$ cat src/rtl/alu_seq_pkg.sv
`default_nettype none
// ============================================================================
// Module      : alu_seq_pkg
// Description : Shared definitions for the ALU operation sequencer. It holds
//               the ALU opcode encodings, the reserved (illegal) opcode range,
//               the sequencer state encoding, and a helper that tests for a
//               reserved opcode.
// Revision    : 1.0 - initial release
// ============================================================================
package alu_seq_pkg;

    // ALU opcode encodings, as presented on alu_ctrl
    typedef enum logic [3:0] {
        OP_AND = 4'b0000,
        OP_OR  = 4'b0001,
        OP_ADD = 4'b0010,
        OP_SUB = 4'b0011,
        OP_SHR = 4'b0100,
        OP_SHL = 4'b0101,
        OP_ROR = 4'b0110,
        OP_ROL = 4'b0111,
        OP_MUL = 4'b1000,
        OP_DIV = 4'b1001,
        OP_NEG = 4'b1010,
        OP_NOT = 4'b1011
    } alu_op_e;

    // Reserved opcode range; these opcodes are never executed
    localparam logic [3:0] c_illegal_lo = 4'b1100;
    localparam logic [3:0] c_illegal_hi = 4'b1111;

    // Sequencer states
    typedef enum logic [2:0] {
        ST_IDLE   = 3'd0,
        ST_LOAD_Y = 3'd1,
        ST_EXEC   = 3'd2,
        ST_WB_LO  = 3'd3,
        ST_WB_HI  = 3'd4
    } seq_state_e;

    // True when op falls inside the reserved range. The upper bound is tested
    // through an offset so the check stays valid if the range is ever narrowed.
    function automatic logic op_is_reserved(input logic [3:0] op);
        logic [3:0] w_offset;
        w_offset = op - c_illegal_lo;
        return (op >= c_illegal_lo) && (w_offset <= (c_illegal_hi - c_illegal_lo));
    endfunction

endpackage
`default_nettype wire

$ cat src/rtl/alu_seq_decode.sv
`default_nettype none
// ============================================================================
// Module      : alu_seq_decode
// Description : Combinational opcode classifier for the ALU operation
//               sequencer.
//               Ports:
//                 i_op        [3:0] opcode to classify
//                 o_is_unary        single-source operation (neg, not)
//                 o_is_muldiv       double-width result (mul, div)
//                 o_is_legal        opcode may be executed
//               Config macro : ALU_SEQ_MULDIV_EN. When it is undefined,
//               mul/div are classed as illegal and o_is_muldiv is held low.
// Revision    : 1.0 - initial release
// ============================================================================
module alu_seq_decode (
    input  logic [3:0] i_op,
    output logic       o_is_unary,
    output logic       o_is_muldiv,
    output logic       o_is_legal
);
    import alu_seq_pkg::*;

    logic w_muldiv_code;

    always_comb begin
        w_muldiv_code = (i_op == OP_MUL) || (i_op == OP_DIV);
        o_is_unary    = (i_op == OP_NEG) || (i_op == OP_NOT);
`ifdef ALU_SEQ_MULDIV_EN
        o_is_muldiv   = w_muldiv_code;
        o_is_legal    = !op_is_reserved(i_op);
`else
        // Without a hi/lo register pair, mul/div cannot be written back
        o_is_muldiv   = 1'b0;
        o_is_legal    = !op_is_reserved(i_op) && !w_muldiv_code;
`endif
    end

endmodule
`default_nettype wire

$ cat src/rtl/alu_op_sequencer.sv
`default_nettype none
// ============================================================================
// Module      : alu_op_sequencer
// Description : Sequences one ALU operation at a time through the datapath
//               strobes: Y load, ALU execute into Z, then write-back of Z low
//               (and Z high for mul/div).
//               Ports:
//                 clk, clr_n (async active-low reset)
//                 req_valid/req_ready, req_op[3:0], req_ra/rb/rc[3:0]
//                 reg_sel[3:0], reg_out, reg_in
//                 y_in, z_in, zlow_out, zhigh_out, hi_in, lo_in
//                 alu_ctrl[3:0], done, err, op_count[15:0]
//               Config macro : ALU_SEQ_MULDIV_EN enables mul/div sequencing
//               through the hi/lo write-back states.
// Revision    : 1.0 - initial release
// ============================================================================
module alu_op_sequencer #(
    parameter int REG_SIZE = 32
) (
    input  logic        clk,
    input  logic        clr_n,
    input  logic        req_valid,
    output logic        req_ready,
    input  logic [3:0]  req_op,
    input  logic [3:0]  req_ra,
    input  logic [3:0]  req_rb,
    input  logic [3:0]  req_rc,
    output logic [3:0]  reg_sel,
    output logic        reg_out,
    output logic        reg_in,
    output logic        y_in,
    output logic        z_in,
    output logic        zlow_out,
    output logic        zhigh_out,
    output logic        hi_in,
    output logic        lo_in,
    output logic [3:0]  alu_ctrl,
    output logic        done,
    output logic        err,
    output logic [15:0] op_count
);
    import alu_seq_pkg::*;

    // The datapath width does not affect any control strobe; this empty block
    // only marks a non-positive width as an unsupported configuration.
    generate
        if (REG_SIZE < 1) begin : g_reg_size_unsupported
        end
    endgenerate

    seq_state_e  r_state;
    seq_state_e  w_state_nxt;
    logic [3:0]  r_op;
    logic [3:0]  r_ra;
    logic [3:0]  r_rb;
    logic [3:0]  r_rc;
    logic        r_is_unary;
    logic        r_is_muldiv;
    logic        r_err;
    logic [15:0] r_op_count;

    logic        w_handshake;
    logic        w_dec_unary;
    logic        w_dec_muldiv;
    logic        w_dec_legal;

    alu_seq_decode u_decode (
        .i_op        (req_op),
        .o_is_unary  (w_dec_unary),
        .o_is_muldiv (w_dec_muldiv),
        .o_is_legal  (w_dec_legal)
    );

    // The cycle that reports an illegal opcode is not ready, so the error
    // pulse always precedes the next acceptance by one cycle, like done.
    assign req_ready   = (r_state == ST_IDLE) && !r_err;
    assign w_handshake = req_valid && req_ready;
    assign err         = r_err;
    assign op_count    = r_op_count;

    // State register, request capture, error pulse
    always_ff @(posedge clk or negedge clr_n) begin
        if (!clr_n) begin
            r_state     <= ST_IDLE;
            r_op        <= 4'd0;
            r_ra        <= 4'd0;
            r_rb        <= 4'd0;
            r_rc        <= 4'd0;
            r_is_unary  <= 1'b0;
            r_is_muldiv <= 1'b0;
            r_err       <= 1'b0;
        end else begin
            r_state <= w_state_nxt;
            r_err   <= w_handshake && !w_dec_legal;
            if (w_handshake) begin
                r_op        <= req_op;
                r_ra        <= req_ra;
                r_rb        <= req_rb;
                r_rc        <= req_rc;
                r_is_unary  <= w_dec_unary;
                r_is_muldiv <= w_dec_muldiv;
            end
        end
    end

    // Completed-operation counter, saturating
    always_ff @(posedge clk or negedge clr_n) begin
        if (!clr_n) begin
            r_op_count <= 16'd0;
        end else if (done && (r_op_count != 16'hFFFF)) begin
            r_op_count <= r_op_count + 16'd1;
        end
    end

    // Next state and datapath strobes
    always_comb begin
        w_state_nxt = r_state;
        reg_sel     = 4'd0;
        reg_out     = 1'b0;
        reg_in      = 1'b0;
        y_in        = 1'b0;
        z_in        = 1'b0;
        zlow_out    = 1'b0;
        zhigh_out   = 1'b0;
        hi_in       = 1'b0;
        lo_in       = 1'b0;
        alu_ctrl    = 4'd0;
        done        = 1'b0;

        case (r_state)
            ST_IDLE: begin
                // Illegal opcodes stay in IDLE; r_err carries the report
                if (w_handshake && w_dec_legal) begin
                    w_state_nxt = w_dec_unary ? ST_EXEC : ST_LOAD_Y;
                end
            end
            ST_LOAD_Y: begin
                reg_sel     = r_rb;
                reg_out     = 1'b1;
                y_in        = 1'b1;
                w_state_nxt = ST_EXEC;
            end
            ST_EXEC: begin
                // Unary ops take their only operand from rb straight into the ALU
                reg_sel     = r_is_unary ? r_rb : r_rc;
                reg_out     = 1'b1;
                alu_ctrl    = r_op;
                z_in        = 1'b1;
                w_state_nxt = ST_WB_LO;
            end
            ST_WB_LO: begin
                zlow_out = 1'b1;
                if (r_is_muldiv) begin
                    lo_in       = 1'b1;
                    w_state_nxt = ST_WB_HI;
                end else begin
                    reg_sel     = r_ra;
                    reg_in      = 1'b1;
                    done        = 1'b1;
                    w_state_nxt = ST_IDLE;
                end
            end
            ST_WB_HI: begin
`ifdef ALU_SEQ_MULDIV_EN
                zhigh_out = 1'b1;
                hi_in     = 1'b1;
                done      = 1'b1;
`endif
                w_state_nxt = ST_IDLE;
            end
            default: begin
                w_state_nxt = ST_IDLE;
            end
        endcase
    end

endmodule
`default_nettype wire

$ cat config.mk
export PLATFORM = sky130hd
export DESIGN_NAME = alu_op_sequencer
export DESIGN_NICKNAME = d
export VERILOG_FILES = /design/src/rtl/alu_seq_pkg.sv /design/src/rtl/alu_seq_decode.sv /design/src/rtl/alu_op_sequencer.sv
export SDC_FILE = /design/constraint.sdc
export NUM_CORES = 1
export LEC_CHECK = 0
export BUFFER_PORTS_ARGS = -buffer_cell sky130_fd_sc_hd__buf_2
export CAP_MARGIN = 0
export CORE_MARGIN = 3
export CORE_UTILIZATION = 55
export CTS_CLUSTER_SIZE = 12
export DETAILED_ROUTE_END_ITERATION = 12
export HOLD_SLACK_MARGIN = 0.1
export PLACE_DENSITY = 0.84
export SYNTH_ARGS = -nofsm -noshare
export SYNTH_HDL_FRONTEND = slang
export SYNTH_SLANG_ARGS = --single-unit
$ cat constraint.sdc
create_clock -name clk -period 2.85 [get_ports clk]
set_input_delay 0.57 -clock clk [delete_from_list [all_inputs] [get_ports clk]]
set_output_delay 0.57 -clock clk [all_outputs]
set_load 0.05 [all_outputs]
# Word-level counts from Yosys, hierarchy flattened
# Cells that the tools add are included.
# op_classes
n_lt_le_gt_ge,2
n_eq_ne,9
n_reduce_logical,15
addsub,2
mux,10
# op_table
cell,n
$add 16x1->16 const B,1
$eq 4x4->1 const B,4
$ne 16x16->1 const B,1
$pmux 4 s3,1
$pmux 3 s3,1
$mux 4,2
$logic_and 1x1->1,7
$eq 3x2->1 const B,2
$ge 4x4->1 const B,1
$le 4x2->1 const B,1
$logic_not 1->1,4
$mux 1,4
$sub 4x4->4 const B,1
$eq 3x1->1 const B,1
$logic_not 3->1,1
$mux 3,1
$logic_or 1x1->1,2
$mux 2,1
$ne 2x1->1 const B,1
$reduce_or 2->1,1
# totals
word_cells,46
output_inout_bits,35
ff_bits,37
input_bits,19

# Logic depth before layout (Yosys ltp)
# Gate-level depths: netlist (run 1).
# logic_depth
ltp_word,8
mapped_depth,6
depth_no_buf,6

# Hierarchy
# From an unflattened synthesis (run 1), not the netlist that was laid out.
# unflattened
cells_unflattened,161
hier_area_um2,1905.6
# modules_own_cells
mod,area_each_um2,seq_area_each_um2,instances,cells_per_inst
alu_op_sequencer,1873.0,950.9,1,156
alu_seq_decode,32.5,0.0,1,5

# Worst setup path before layout (run 1)
# Ideal clock, no wire load.
# synth_timing
path_type,register to output
startpoint,register r_state[1]
endpoint,output reg_sel[0]
required_ns,2.280
stages_incl_launch_ff,5
path_buffers,1
arrival_time_ns,1.968
path_slack_ns,0.312
path_cell_list,dfrtp_1 > ha_1 > buf_2 > a222oi_1 > nor2_1
# synth_via
elab_chain_cells,2
word_cells_on_any_way,4
cone_classes,eq/ne (3); mux (1)
# synth_lines
element,line_no,text
start: declaration,alu_op_sequencer.sv:51,seq_state_e r_state;
start signal: assignment,alu_op_sequencer.sv:93,r_state <= w_state_nxt;
$eq 3x2->1 or $eq 3x1->1 (tied branches),alu_op_sequencer.sv:130,case (r_state)
$pmux 4 s3 *,alu_op_sequencer.sv:130,
end: declaration,alu_op_sequencer.sv:28,"output logic [3:0] reg_sel,"
# Mark *: on every way between the ends. The rest lies on a longest branch, timed or not.

# Worst setup path in the final report (run 1)
# layout_timing
startpoint,register r_state[0]
endpoint,output reg_sel[3]
# The elaborated chain is that of the path after synthesis.

==> results of run 1 <==
## power groups by stage
stage	logic (mW)	clock network [mW]	registers, mW
after floorplan	0.814	0	0.896
after global placement	1.10	0	0.810
after detailed placement	1.13	0	0.829
after CTS	1.13	0.407	0.818
after global routing	1.19	0.444	0.841
final	1.13	0.397	0.822
## layout by cell type, fill, tap and decap left out, types with 2 or more instances in the layout
cell	count
sky130_fd_sc_hd__nor2_1	16
sky130_fd_sc_hd__mux2_2	22
sky130_fd_sc_hd__nand3b_1	2
sky130_fd_sc_hd__xor2_1	9
sky130_fd_sc_hd__o32ai_1	2
sky130_fd_sc_hd__mux2i_1	2
sky130_fd_sc_hd__nor4_1	3
sky130_fd_sc_hd__nand3_1	4
sky130_fd_sc_hd__clkbuf_4	5
sky130_fd_sc_hd__and4_2	2
sky130_fd_sc_hd__clkbuf_8	2
sky130_fd_sc_hd__dfrtp_1	36
sky130_fd_sc_hd__buf_2	50
sky130_fd_sc_hd__conb_1	3
sky130_fd_sc_hd__ha_1	5
sky130_fd_sc_hd__xnor2_1	2
sky130_fd_sc_hd__nand2_1	9
sky130_fd_sc_hd__nand4_2	2
sky130_fd_sc_hd__a222oi_1	4
sky130_fd_sc_hd__inv_1	5
sky130_fd_sc_hd__a21oi_1	3
sky130_fd_sc_hd__nor3_1	3
sky130_fd_sc_hd__and2_1	4
## final timing paths
check,to,slack [ns]
setup / recovery,reg_sel[3],0.44
hold / removal,op_count[7],0.31
setup reg to reg,op_count[9],0.84
hold reg to reg,op_count[15],0.49
max in group asynchronous,op_count[0],2.04
min in group clk,r_ra[3],0.46
## cell usage after synthesis, drive strengths merged
cell type and count:
dfrtp 36, mux2 22, nor2 16, nand2 9, xor2 9, buf 7, ha 5, inv 5
a222oi 4, and2 4, nand3 4, nor3 4, a21oi 3, and4 3, nand4 3, nor4 3
mux2i 2, nand3b 2, nor4b 2, o32ai 2, xnor2 2, a31o 1, and3 1, clkbuf 1
conb 1, nand2b 1, nor3b 1, o211ai 1, o21ai 1, o32a 1, or2 1
## routing by layer
metal  global-route usage [%]  routed length (um)  vias to the layer above
met5                        0                   0                        -
met4                     5.39                  13                        0
met3                     6.24                 272                        2
met2                     34.3                1960                       61
met1                     22.8                1460                      654
li1                         -                   -                      660
## kinds of logic after synthesis
group | synth area share (%)
simple gates | 17.0
flops | 49.7
mux | 14.8
compound gates | 5.73
buf+inv | 3.86
xor+xnor | 5.31
fa+ha+maj | 3.45
other cells | 0.207
## final cells by class
type                       instances  area share (%)
clock buffer                       7            2.99
clock inverter                     1            1.38
inverter                           5           0.862
multi-input combinational        110            39.0
sequential                        36            41.4
tap                               44            2.53
timing repair buffer              51            11.8
## state kept, by name, indices dropped and copies added (netlist names)
name        flops
r_rc            4
err             1
r_state         2
r_op            4
r_ra            4
r_is_unary      1
r_rb            4
op_count       16
==> flow_metrics.py, run 1 <==
metrics = {
    "status": {
        "status": "finished, final reports clean",
    },
    "critical_path": {
        "required_ns": 2.28,
        "worstPathMaxFanout": 14,
        "startpoint": "r_state[0]",
        "cp_top_family": "flip-flops",
        "cp-start-kind": "register",
        "crit_cells": 4,
        "reg2reg_from": "r_state[0]",
        "critPathArrivalTime_ns": 1.84,
        "crit_buf_inv": 1,
        "timing_worst_setup_path_type": "register to output pin",
        "crit_slowest_cell": "sky130_fd_sc_hd__dfrtp_1",
        "worstPathCellList": "ha_1 -> a222oi_1 -> nor2_1 -> buf_2",
        "worst_setup_path_end_kind": "output pin",
        "reg2regPathDepth": 5,
        "timing.critical_path.slowest_cell_delay_ns": 0.44,
    },
    "timing": {
        "worst_pin_slew_ns": 0.782,
        "post-route-min-period_ns": 2.41,
        "final_slew_viol_count": 0,
        "finalSetupTns_ns": 0,
        "grt_setup_unrepaired": "no",
        "holdWs_ns": 0.309,
        "slew_headroom_pct": 47.9,
        "setup_ws_ns": 0.438,
        "finalHoldViolCount": 0,
        "fin_skew_ns": 0.00801,
        "maxClockFrequency_mhz": 415,
        "setup_viols_final": 0,
        "post-route-period-util_pct": 84.6,
    },
    "final_layout": {
        "final_area_sq_mm": 0.00218,
        "n_antenna_cell": 0,
        "final_cell_count_no_fill": 254,
        "synthToLayoutAreaGrowth_pct": 20.1,
        "finish.net_count": 233,
        "fillerInstances": 255,
        "ff_latch_area_sq_um": 901,
        "layout-drive-gt1-share_pct": 41.9,
        "area_of_the_multi_input_gates_sq_um": 850,
        "final_core_utilization_pct": 70.2,
    },
    "cts": {
        "cts_post_setup_buffers_inserted": 0,
        "clk_pin_slew_ns": 0.11,
        "post_cts.resized_instances": 0,
        "ctsHoldBuffers": 0,
        "root_buffer": "sky130_fd_sc_hd__clkbuf_4",
        "clock_sink_count": 36,
        "ctsHtreeMaxLevel": 2,
        "ctsLongestPathBuffers": 2,
        "tritoncts.num_buffers": 5,
        "worstSkewPairLatency_ns": 0.33,
        "tritoncts_clock_tree": "done",
    },
    "power": {
        "power_frac_clock_pct": 16.9,
        "peakVddDrop_mv": 0.787,
        "p_leak_nw": 1.12,
        "switching_power_mw": 1.06,
        "seqPwrFrac_pct": 35.0,
        "cellInternalPower_mw": 1.29,
        "comb_power_share_pct": 48.1,
        "power.switching_fraction_pct": 45.1,
        "total_power_mw": 2.35,
        "p_per_area_mw_per_mm2": 1080,
    },
    "floorplan": {
        "initial_utilization_pct": 58.4,
        "area_of_the_placeable_core_sq_mm": 0.00310,
        "die_h_um": 63.4,
        "io_pins": 54,
        "dieWidth_um": 63.4,
        "dieArea_sq_mm": 0.00402,
        "rows": 20,
    },
    "place": {
        "hpwl_um": 2860,
        "pre_cts_ws_ns": 0.840,
        "dpl-instance-area_sq_mm": 0.00208,
        "count_of_port_buffers_added_during_placement": 50,
        "post-place-cells": 246,
        "place_congestion": 0.860,
    },
    "grt": {
        "grt_antenna_before_repair": 0,
        "via_count_of_the_first_global_routing_pass": 1344,
        "largest_net_degree_at_the_start_of_global_routing": 37,
        "grt_pass1_wl_um": 6150,
        "grt_util_all_layers_pct": 19.5,
        "globalRouteOverflowTotal": 0,
    },
    "detailed_routing": {
        "vias": 1377,
        "route.final.wire_length_um": 3710,
        "dr.pass1.iters": 4,
        "remaining_drc_errors": 0,
        "ant_nets": 0,
        "wl_per_cell_um": 14.6,
        "drtIter0Drc": 99,
        "via_per_inst": 5.42,
    },
    "synthesis": {
        "synth_seq_cells": 36,
        "seq_total_area_yosys_pct": 49.7,
        "syn_area_sq_mm": 0.00181,
        "synthesis.instances": 157,
        "syn-mean-instance-area_sq_um": 11.5,
        "post-synth-top-area-cell": "sky130_fd_sc_hd__dfrtp_1",
        "yosysUniqueCellTypes": 36,
        "synth_top_cell_area_share_pct": 49.7,
        "synth_area_leaders": "sky130_fd_sc_hd__dfrtp_1 (50%), sky130_fd_sc_hd__mux2_2 (14%), sky130_fd_sc_hd__xor2_1 (4.3%)",
        "synth_warnings": 0,
    },
    "run": {
        "maxCapViolCount": 0,
    },
    "min_path": {
        "hold_path_class": "input port to asynchronous set/reset pin",
    },
}
Note: power is estimated with default switching activity, not from simulation.
==> inputs of run 2 (changes only) <==
- CORE_UTILIZATION: 55 -> 46
- PLACE_DENSITY: 0.84 -> 0.75
- clock period: 2.85 -> 2.05 ns (I/O delays scaled with it)
==> flow_metrics.py, run 2 (synthesis results as in run 1) <==
metrics = {
    "timing": {
        "finalSetupTns_ns": 0,
        "post-route-min-period_ns": 2.04,
        "fin_skew_ns": 0.00368,
        "finalHoldViolCount": 0,
        "maxClockFrequency_mhz": 490,
        "slew_headroom_pct": 48.5,
        "holdWs_ns": 0.194,
        "grt_setup_unrepaired": "yes",
        "setup_ws_ns": 0.00733,
        "final_slew_viol_count": 0,
        "setup_viols_final": 0,
        "worst_pin_slew_ns": 0.772,
        "post-route-period-util_pct": 99.6,
    },
    "cts": {
        "clk_pin_slew_ns": 0.07,
        "root_buffer": "sky130_fd_sc_hd__clkbuf_8",
        "ctsHtreeMaxLevel": 2,
        "ctsLongestPathBuffers": 2,
        "tritoncts_clock_tree": "done",
        "clock_sink_count": 36,
        "ctsHoldBuffers": 0,
        "tritoncts.num_buffers": 5,
        "worstSkewPairLatency_ns": 0.29,
    },
    "power": {
        "comb_power_share_pct": 50.5,
        "p_per_area_mw_per_mm2": 1520,
        "p_leak_nw": 1.16,
        "power_frac_clock_pct": 17.4,
        "total_power_mw": 3.57,
        "power.switching_fraction_pct": 43.8,
        "peakVddDrop_mv": 1.02,
        "switching_power_mw": 1.56,
        "seqPwrFrac_pct": 32.1,
        "cellInternalPower_mw": 2.00,
    },
    "floorplan": {
        "dieWidth_um": 68.8,
        "initial_utilization_pct": 48.4,
        "dieArea_sq_mm": 0.00473,
        "area_of_the_placeable_core_sq_mm": 0.00374,
        "io_pins": 54,
        "rows": 22,
        "die_h_um": 68.8,
    },
    "grt": {
        "grt_util_all_layers_pct": 17.4,
        "grt_pass1_wl_um": 6030,
        "largest_net_degree_at_the_start_of_global_routing": 37,
        "globalRouteOverflowTotal": 0,
        "grt_antenna_before_repair": 0,
        "via_count_of_the_first_global_routing_pass": 1329,
    },
    "detailed_routing": {
        "route.final.wire_length_um": 3810,
        "drtIter0Drc": 74,
        "wl_per_cell_um": 14.4,
        "vias": 1438,
        "ant_nets": 0,
        "remaining_drc_errors": 0,
        "via_per_inst": 5.43,
        "dr.pass1.iters": 4,
    },
    "final_layout": {
        "largest_register_ff_count": 16,
        "final_core_utilization_pct": 62.7,
        "layout-drive-gt1-share_pct": 49.8,
        "synthToLayoutAreaGrowth_pct": 29.4,
        "final_area_sq_mm": 0.00235,
        "layout.cells.most_common_list": "sky130_fd_sc_hd__buf_2 (45), sky130_fd_sc_hd__dfrtp_1 (33), sky130_fd_sc_hd__mux2_2 (21)",
        "n_antenna_cell": 0,
        "layout.cells.most_common": "sky130_fd_sc_hd__buf_2",
        "final_cell_count_no_fill": 265,
        "finish.net_count": 240,
    },
    "critical_path": {
        "cp-start-kind": "register",
        "worstPathMaxFanout": 5,
        "required_ns": 1.64,
        "timing.critical_path.slowest_cell_delay_ns": 0.42,
        "timing_worst_setup_path_type": "register to output pin",
        "worstPathCellList": "mux2_2 -> a222oi_1 -> nor2_2 -> buf_6",
        "crit_buf_inv": 1,
        "cp_top_family": "flip-flops",
        "worst_setup_path_end_kind": "output pin",
        "crit_slowest_cell": "sky130_fd_sc_hd__dfrtp_2",
        "critPathArrivalTime_ns": 1.63,
    },
    "status": {
        "status": "finished, final reports clean",
    },
    "place": {
        "hpwl_um": 2740,
        "count_of_port_buffers_added_during_placement": 50,
        "dpl-instance-area_sq_mm": 0.00211,
        "pre_cts_ws_ns": 0.234,
        "place_congestion": 0.783,
        "post-place-cells": 251,
    },
    "min_path": {
        "hold_path_class": "input port to asynchronous set/reset pin",
    },
    "run": {
        "maxCapViolCount": 0,
    },
}
==> run 2: cell count changes in the layout (fill, tap and decap cells not counted), sizes merged <==
cell,before,now
buf,51,57
clkbuf,7,6
clkinv,0,1
clkinvlp,0,1
==> run 2: metal layers <==
layer,GRT usage [%],routed length [um],vias up
li1,-,-,674
met4,7.79,97,0
met2,28.4,1880,55
met3,7.13,297,12
met1,20.1,1530,697
met5,0,0,-
==> run 2: worst paths after layout <==
check / start / end / slack [ns] / cells past startpoint
max in group asynchronous: clr_n / r_state[0] / 1.33 / 1
setup reg to reg: r_state[0] / op_count[9] / 0.31 / 6
setup / recovery: r_is_unary / reg_sel[1] / 0.007 / 4
hold reg to reg: op_count[15] / op_count[15] / 0.50 / 1
min in group clk: req_ra[2] / r_ra[2] / 0.35 / 2
hold / removal: clr_n / op_count[15] / 0.19 / 1
==> run 2: power by group through the flow <==
stage / combinational (mW) / clock (mW) / sequential (mW)
6_report: 1.80 / 0.619 / 1.14
4_1_cts: 1.65 / 0.642 / 1.14
3_5_place_dp: 1.61 / 0 / 1.14
3_3_place_gp: 1.59 / 0 / 1.13
5_1_grt: 1.93 / 0.673 / 1.18
2_1_floorplan: 1.17 / 0 / 1.25
==> run 2: timing repair <==
action                                  4_1_cts  5_1_grt
pin swaps                                     1        6
gates cloned                                  0        0
gates resized for setup                       8       12
setup buffers                                 0        6
endpoints found under the setup margin        5        9
==> run 2: final cells by class <==
| cell class | instances | area, sq um |
|---|---|---|
| Multi-Input combinational cell | 110 | 913 |
| Timing Repair Buffer | 58 | 338 |
| Inverter | 5 | 18.8 |
| Fill cell | 310 | 1400 |
| Tap cell | 48 | 60.1 |
| Sequential cell | 36 | 905 |
| Clock inverter | 3 | 42.5 |
| Clock buffer | 5 | 68.8 |
==> run 2: worst reg2reg max path: cells and delay by family, from the launching register on <==
family	cells	cell delay [ns]
adders and majority gates	1	0.19
buffers and inverters	1	0.12
and+or+nand+nor	3	0.73
xor gates and xnor gates	1	0.18
DFF	1	0.44
